===== src/rtl/seg_display_scheduler.sv =====
// Page scheduler for a 16-bit, two-byte display. It rotates through the written channels and
// can interrupt the rotation with a timed alert.
// Latency: a shadow write at edge N shows on MSB/LSB after edge N+1. Page and alert changes show
// after the edge that makes them.
// Backpressure: alert_ready is low while an alert is shown, and an offered alert is then dropped.
// Ports:
//   clk50, reset (async, active-low)                   - clock and reset
//   upd_valid[3:0], upd_data[63:0]                     - per-channel shadow writes
//   manual_next, pin_en                                - page advance pulse, rotation freeze
//   alert_valid/alert_ready, alert_data                - alert handshake
//   MSB, LSB, page, alert_active, seen_mask            - registered display outputs
module seg_display_scheduler #(
  parameter int unsigned HOLD_CYCLES  = 50_000_000,
  parameter int unsigned ALERT_CYCLES = 100_000_000
) (
  input  logic        clk50,
  input  logic        reset,
  input  logic [3:0]  upd_valid,
  input  logic [63:0] upd_data,
  input  logic        manual_next,
  input  logic        pin_en,
  input  logic        alert_valid,
  input  logic [15:0] alert_data,
  output logic        alert_ready,
  output logic [7:0]  MSB,
  output logic [7:0]  LSB,
  output logic [1:0]  page,
  output logic        alert_active,
  output logic [3:0]  seen_mask
);

  localparam int unsigned CMAX = (HOLD_CYCLES > ALERT_CYCLES) ? HOLD_CYCLES : ALERT_CYCLES;
  localparam int CW = $clog2(CMAX);

  typedef enum logic [1:0] {ST_EMPTY, ST_ROTATE, ST_ALERT} state_e;

  state_e           state_q, state_d;
  logic [3:0][15:0] shadow_q, shadow_d;
  logic [3:0]       seen_q, seen_d;
  logic [1:0]       page_q, page_d;
  logic [CW-1:0]    cnt_q, cnt_d;
  logic [15:0]      alert_q, alert_d;
  logic [15:0]      disp_q, disp_d;
  logic             active_q;

  logic             accept;
  logic             hold_tc;
  logic             alert_tc;
  logic [1:0]       adv_page;
  logic [1:0]       low_page;
  logic [1:0]       cand;
  logic             found;

  assign accept   = alert_valid && (state_q != ST_ALERT);
  assign hold_tc  = (cnt_q == CW'(HOLD_CYCLES - 1));
  assign alert_tc = (cnt_q == CW'(ALERT_CYCLES - 1));

  // Shadow registers and the seen flags. These keep updating in every state, alerts included.
  always_comb begin
    shadow_d = shadow_q;
    for (int i = 0; i < 4; i++) begin
      if (upd_valid[i]) shadow_d[i] = upd_data[16*i +: 16];
    end
    seen_d = seen_q | upd_valid;
  end

  // Search forward from page_q for the next seen channel, wrapping modulo 4. If no other
  // channel has been seen, the current page is kept.
  always_comb begin
    adv_page = page_q;
    found    = 1'b0;
    cand     = '0;
    for (int k = 1; k < 4; k++) begin
      cand = page_q + 2'(k);
      if (!found && seen_q[cand]) begin
        adv_page = cand;
        found    = 1'b1;
      end
    end
  end

  assign low_page = upd_valid[0] ? 2'd0 :
                    upd_valid[1] ? 2'd1 :
                    upd_valid[2] ? 2'd2 : 2'd3;

  always_comb begin
    state_d = state_q;
    page_d  = page_q;
    cnt_d   = cnt_q;
    alert_d = alert_q;
    unique case (state_q)
      ST_EMPTY: begin
        // An alert outranks the first channel write. The page stays 0 in that case.
        if (accept) begin
          state_d = ST_ALERT;
          alert_d = alert_data;
          cnt_d   = '0;
        end else if (|upd_valid) begin
          state_d = ST_ROTATE;
          page_d  = low_page;
          cnt_d   = '0;
        end
      end
      ST_ROTATE: begin
        if (accept) begin
          state_d = ST_ALERT;
          alert_d = alert_data;
          cnt_d   = '0;
        end else if (manual_next || (hold_tc && !pin_en)) begin
          // A manual pulse that lands on terminal count still gives a single advance.
          page_d = adv_page;
          cnt_d  = '0;
        end else if (!hold_tc) begin
          cnt_d = cnt_q + CW'(1);
        end
      end
      ST_ALERT: begin
        if (manual_next || alert_tc) begin
          // Use the post-write seen mask. Otherwise a write on the exit edge could leave the
          // scheduler in EMPTY with channels already seen.
          state_d = (seen_d == 4'd0) ? ST_EMPTY : ST_ROTATE;
          cnt_d   = '0;
        end else begin
          cnt_d = cnt_q + CW'(1);
        end
      end
      default: state_d = ST_EMPTY;
    endcase
  end

  // The display uses the next state and page with the pre-edge shadows. This gives the
  // one-cycle lag on shadow changes, while a page change shows immediately.
  always_comb begin
    disp_d = 16'h0000;
    if (state_d == ST_ALERT)       disp_d = alert_d;
    else if (state_d == ST_ROTATE) disp_d = shadow_q[page_d];
  end

  always_ff @(posedge clk50 or negedge reset) begin
    if (!reset) begin
      state_q  <= ST_EMPTY;
      shadow_q <= '0;
      seen_q   <= '0;
      page_q   <= '0;
      cnt_q    <= '0;
      alert_q  <= '0;
      disp_q   <= '0;
      active_q <= 1'b0;
    end else begin
      state_q  <= state_d;
      shadow_q <= shadow_d;
      seen_q   <= seen_d;
      page_q   <= page_d;
      cnt_q    <= cnt_d;
      alert_q  <= alert_d;
      disp_q   <= disp_d;
      active_q <= (state_d == ST_ALERT);
    end
  end

  assign alert_ready  = (state_q != ST_ALERT);
  assign MSB          = disp_q[15:8];
  assign LSB          = disp_q[7:0];
  assign page         = page_q;
  assign alert_active = active_q;
  assign seen_mask    = seen_q;

endmodule


===== config.mk =====
export PLATFORM = sky130hd
export DESIGN_NAME = seg_display_scheduler
export DESIGN_NICKNAME = d
export VERILOG_FILES = /design/src/rtl/seg_display_scheduler.sv
export SDC_FILE = /design/constraint.sdc
export NUM_CORES = 1
export LEC_CHECK = 0
export BUFFER_PORTS_ARGS = -buffer_cell sky130_fd_sc_hd__buf_2
export CORE_UTILIZATION = 56
export DETAILED_ROUTE_END_ITERATION = 6
export PLACE_DENSITY = 0.79
export SYNTH_ARGS = -nofsm -noshare
export SYNTH_HDL_FRONTEND = slang
export SYNTH_SLANG_ARGS = --single-unit
export TNS_END_PERCENT = 50

===== constraint.sdc =====
create_clock -name clk50 -period 3.1 [get_ports clk50]
set_input_delay 0.31 -clock clk50 [delete_from_list [all_inputs] [get_ports clk50]]
set_output_delay 0.31 -clock clk50 [all_outputs]
set_load 0.1 [all_outputs]

==> results of run 1 <==
cell families after synthesis:
kind of cell / synth area share
simple gates: 0.123
flops: 0.517
mux: 0.191
compound gates: 0.0990
buf+inv: 0.0342
xor+xnor: 0.0247
fa+ha+maj: 0.0117
routing by layer:
| metal | routed length [um] | vias up | track usage | part of all wire |
|---|---|---|---|---|
| li1 | - | 2121 | - | - |
| met1 | 6170 | 2338 | 0.341 | 0.41 |
| met2 | 7610 | 181 | 0.448 | 0.50 |
| met3 | 1110 | 27 | 0.0855 | 0.073 |
| met4 | 316 | 2 | 0.129 | 0.021 |
| met5 | 12 | - | 0 | 0.00079 |
state kept, by name (all words and copies together) (netlist names):
signal / flops
shadow_q: 64
page: 2
state_q: 2
alert_active: 1
alert_q: 16
cnt_q: 27
disp_q: 16
seen_mask: 4
stage by stage:
| stage | util | instances |
|---|---|---|
| detailed placement | 0.648 | 756 |
| finish | 0.704 | 791 |
| floorplan | - | 513 |
| global route | 0.703 | 789 |
| CTS | 0.703 | 789 |
| global placement | 0.648 | 756 |
report_power, final:
group          switching, W  internal [W]
combinational       0.00183      0.000968
clock              0.000746       0.00125
sequential         0.000154       0.00203
total               0.00273       0.00425
layout make-up:
class | count | area, um^2
timing repair buffer | 128 | 723
sequential | 132 | 3300
antenna | 2 | 5.00
fill | 794 | 3260
inverter | 13 | 48.8
clock buffer | 22 | 474
multi-input combinational | 344 | 2880
clock inverter | 10 | 123
tap | 140 | 175
path summary, 6_finish.rpt:
check	startpoint	endpoint	depth (start not counted)
max in group asynchronous	reset	shadow_q[51]	3
min in group asynchronous	reset	shadow_q[42]	2
min reg2reg	alert_q[9]	alert_q[9]	1
max	state_q[0]	disp_q[3]	10
max reg2reg	state_q[0]	disp_q[3]	10
min	upd_data[38]	shadow_q[38]	2
placed cells by master, fill, tap and decap left out, types with 3 or more instances in the layout:
cell type     n
dfrtp_1     132
buf_2       111
mux2_2       80
nor2_1       33
mux2i_1      32
nand3_1      26
nand2_1      19
clkbuf_16    17
o21ai_0      16
o221ai_2     16
xor2_1       15
inv_1        13
buf_4        13
nand4_1       9
or2_2         7
o31ai_1       7
nand2b_1      6
nor3_1        6
ha_1          6
a21oi_1       5
nor2b_1       5
and2_1        3
and4_1        3
xnor2_1       3
clkinvlp_4    3
clkbuf_8      3
buf_12        3
repair_timing:
action | 4_1_cts | 5_1_grt
hold buffers | 1 | 0
setup buffers | 0 | 0
hold endpoints to repair | 41 | 0
==> results.yml, run 1 <==
timing:
  relSlewSlack: 0.600
  hold_violations: 0
  setup_viol: 0
  fin_crit_sh: 0.940
  fin_tns_setup_ns: 0
  drv_slew: 0
  worst_slack_ns: 0.186
  fmax_ghz: 0.343
  tightest_slew_ns: 0.595
  whs_ns: 0.120
  period_minus_slack_ns: 2.91
  rsz0062_at_grt: "false"
  clock_skew_ns: 0.00891
floorplanning:
  num_rows: 38
  core_area_mm2: 0.0110
  ioPinCount: 113
  fp.dieArea_mm2: 0.0119
  start_util: 0.582
  die_height_um: 109
  dieWidth_um: 109
power:
  vdd_drop_max_mv: 0.692
  power_w: 0.00698
  cellPowerDensity_mw_per_mm2: 903
  p_leak_nw: 3.50
clocking:
  cts_made_buffers: 17
  htreeDepth: 4
  cts_num_sinks: 132
  cts_resized: 0
  clockRootBuffer: "clkbuf_16"
  clk_pin_slew_worst_paths_ns: 0.06
  worstSkewPairLatency_ns: 0.42
  clockBufferDepth: 2
  cts_tree: "done"
layout:
  drive_gt1_frac: 0.427
  fin_area_mm2: 0.00773
  syn2layout_area_growth_pct: 20.8
  finalNetCount: 731
yosys:
  synth_top_cells_by_area: "dfrtp_1 52%, mux2_2 14%, mux2i_1 5.0%, o221ai_2 3.8%, xor2_1 2.1%"
  postSynth.asyncResetShare: 1.00
  synth_area_mm2: 0.00639
  synth_cell_type_count: 62
  synth-edff-count: 0
  synthCells: 513
  netlist_top_cells_count: "132 x dfrtp_1, 80 x mux2_2, 34 x nor2_1, 32 x mux2i_1, 26 x nand3_1"
  yosysSeqAreaShare: 0.517
  yosysMostFrequentCell: "dfrtp_1"
  synth_top_area_share: 0.517
  synth_warnings: 0
  synth_largest_area_cell: "dfrtp_1"
  ys.flop_type: "dfrtp_1"
  synthesis.nets: 608
  synth-seq-cells: 132
  syn_avg_cell_area_um2: 12.5
critical_path:
  max_stage_delay_ns: 0.49
  slowest_stage: "or4b_4"
  critPathMaxFanout: 33
  cp_cell_sequence: "inv_1 > ha_1 > nor2b_1 > o21ai_0 > nand3_1 > or4b_4 > o211ai_4 > buf_12 > mux2i_1 > o221ai_2"
  critPathTopFamily: "simple AND/OR/NAND/NOR gates"
  arrival_ns: 3.19
  path_class: "register to register"
  cp-end-kind: "register"
  critPathRequiredTime_ns: 3.37
  worstSetupStartpointType: "register"
  ff2ff_setup_slack_ns: 0.19
  crit_buf_inv: 2
placement:
  port_buffers: 112
  pre_cts_ws_ns: 0.262
  postPlaceCellArea_mm2: 0.00712
  hpwl_um: 10200
  gp_congestion: 0.865
global_routing:
  overflow: 0
  grtUsageTotal: 0.278
  antenna_found_initial: 2
  grt_pass1_vias: 4903
  grt_pass1_wl_um: 24400
  grt_max_degree: 92
drt:
  drc: 0
  routed_wirelength_um: 15200
  firstDrtPassIters: 4
  ant_nets: 0
  wl_per_cell_um: 19.2
  vias: 4669
  drtIter0Drc: 278
  vias_per_cell: 5.90
status:
  status: "completed"
run:
  drv_cap: 0
min_path:
  hold_class: "primary input to register"
Note: power is estimated with default switching activity, not from simulation.
==> run 2: changes to the inputs <==
--- a/config.mk
+++ b/config.mk
@@ -6,9 +6,12 @@
 export NUM_CORES = 1
 export LEC_CHECK = 0
 export BUFFER_PORTS_ARGS = -buffer_cell sky130_fd_sc_hd__buf_2
+export CORE_ASPECT_RATIO = 1.1
+export CORE_MARGIN = 4
 export CORE_UTILIZATION = 56
 export DETAILED_ROUTE_END_ITERATION = 6
 export PLACE_DENSITY = 0.79
+export REMOVE_ABC_BUFFERS = 1
 export SYNTH_ARGS = -nofsm -noshare
 export SYNTH_HDL_FRONTEND = slang
 export SYNTH_SLANG_ARGS = --single-unit
==> run 2 against run 1 <==
- hold slack worse by 0.077 ns
- critical endpoint is now disp_q[6]
- non-clock buffer count rose by 1
- maximum frequency grew 1.2%
==> results.yml, run 2 (same netlist as run 1, synthesis figures left out) <==
status:
  status: "completed"
critical_path:
  cp.depth: 10
  slowest_stage: "or4b_4"
  cp_cell_sequence: "inv_1 > ha_1 > nor2b_1 > o21ai_0 > nand3_1 > or4b_4 > o211ai_4 > buf_12 > mux2i_1 > o221ai_2"
  max_stage_delay_ns: 0.50
  cp-end-kind: "register"
  critPathRequiredTime_ns: 3.37
  critPathMaxFanout: 21
  ff2ff_setup_slack_ns: 0.22
  arrival_ns: 3.15
  critPathTopFamily: "simple AND/OR/NAND/NOR gates"
  path_class: "register to register"
  crit_buf_inv: 2
  reg2reg_depth: 10
  worstSetupStartpointType: "register"
layout:
  fillers: 782
  fin_util: 0.701
  final_common_cell: "dfrtp_1"
  diodes: 0
  drive_gt1_frac: 0.427
  top_register: "shadow_q"
  finalNetCount: 732
  reg_top3: "shadow_q: 64 flops, cnt_q: 27 flops"
  largest_reg_flops: 64
  syn2layout_area_growth_pct: 21.3
  layoutNonFillerInstCount: 796
  layout_common_cells: "132 x dfrtp_1, 111 x buf_2, 80 x mux2_2"
timing:
  rsz0062_at_grt: "false"
  clock_skew_ns: 0.00588
  fin_crit_sh: 0.929
  setup_viol: 0
  fmax_ghz: 0.347
  period_minus_slack_ns: 2.88
  drv_slew: 0
  relSlewSlack: 0.383
  whs_ns: 0.0428
  worst_slack_ns: 0.219
  tightest_slew_ns: 0.926
  fin_tns_setup_ns: 0
  hold_violations: 0
placement:
  port_buffers: 112
  post-place-cells: 765
  hpwl_um: 10400
  pre_cts_ws_ns: 0.285
  gp_congestion: 0.868
floorplanning:
  core_area_mm2: 0.0111
  num_rows: 40
  die_height_um: 120
  ioPinCount: 113
  fp.dieArea_mm2: 0.0132
  dieWidth_um: 110
  start_util: 0.578
drt:
  routed_wirelength_um: 15000
  drc: 0
  firstDrtPassIters: 4
  vias: 4599
  ant_nets: 0
  drtIter0Drc: 240
  vias_per_cell: 5.78
  wl_per_cell_um: 18.8
power:
  clkPwrFrac: 0.292
  vdd_drop_max_mv: 0.509
  cellPowerDensity_mw_per_mm2: 912
  p_leak_nw: 3.52
  power.share.sequential: 0.308
  pwr-share-comb: 0.400
  switching_share: 0.380
  intPower_w: 0.00439
  power.switching_w: 0.00269
min_path:
  hold_class: "primary input to asynchronous set/reset pin"
clocking:
  cts_tree: "done"
  cts_made_buffers: 17
  postCtsSetupBuffers: 0
  cts-hold-fix-buffers: 0
  clk_pin_slew_worst_paths_ns: 0.06
  htreeDepth: 4
  worstSkewPairLatency_ns: 0.42
  cts_resized: 0
  cts_num_sinks: 132
  clockBufferDepth: 2
  clockRootBuffer: "clkbuf_16"
global_routing:
  grtUsageTotal: 0.244
  grt_max_degree: 72
  overflow: 0
  antenna_found_initial: 1
  grt_pass1_vias: 5102
  grt_pass1_wl_um: 24700
run:
  drv_cap: 0
## run 2: cell types whose count changed in the layout (fill, tap and decap cells not counted), sizes merged, moves of 2 or more
cell / before / now
buf: 127 / 129
bufinv: 2 / 4
clkinv: 3 / 5
clkinvlp: 3 / 1
diode: 2 / 0
inv: 15 / 13
## run 2: metrics by stage
step                      cell area [um^2]  power (W)
after global routing                  7760    0.00740
after floorplan                       6220    0.00426
after CTS                             7760    0.00712
after global placement                7150    0.00494
after detailed placement              7150    0.00504
final                                 7760    0.00708
## run 2: power groups by stage
stage / registers [W] / clock network (W) / logic, W
global placement: 0.00219 / 0 / 0.00275
finish: 0.00218 / 0.00206 / 0.00283
floorplan: 0.00276 / 0 / 0.00149
detailed placement: 0.00221 / 0 / 0.00283
global route: 0.00221 / 0.00217 / 0.00302
CTS: 0.00219 / 0.00209 / 0.00285
## run 2: final timing paths
path,start,end
worst max-delay path,state_q[0],disp_q[6]
max in group asynchronous,reset,shadow_q[21]
worst max register to register,state_q[0],disp_q[6]
worst min-delay path,reset,cnt_q[14]
min in group clk50,upd_data[9],shadow_q[9]
worst min register to register,alert_q[5],alert_q[5]
## run 2: cell type report
cell class,instances,area (um^2),share of cell area
well taps,147,184,0.0237
repair buffers,129,741,0.0955
multi-input cells,344,2880,0.371
clock inverters,10,156,0.0202
clock buffers,21,450,0.0581
flip-flops and latches,132,3300,0.426
inverters,13,48.8,0.00629
## run 2: routing by layer
| metal | vias to the layer above | share of wire | track usage |
|---|---|---|---|
| met2 | 141 | 0.51 | 0.404 |
| li1 | 2127 | - | - |
| met1 | 2300 | 0.40 | 0.293 |
| met4 | 2 | 0.016 | 0.0779 |
| met3 | 29 | 0.074 | 0.0909 |
| met5 | - | 0.00047 | 0 |
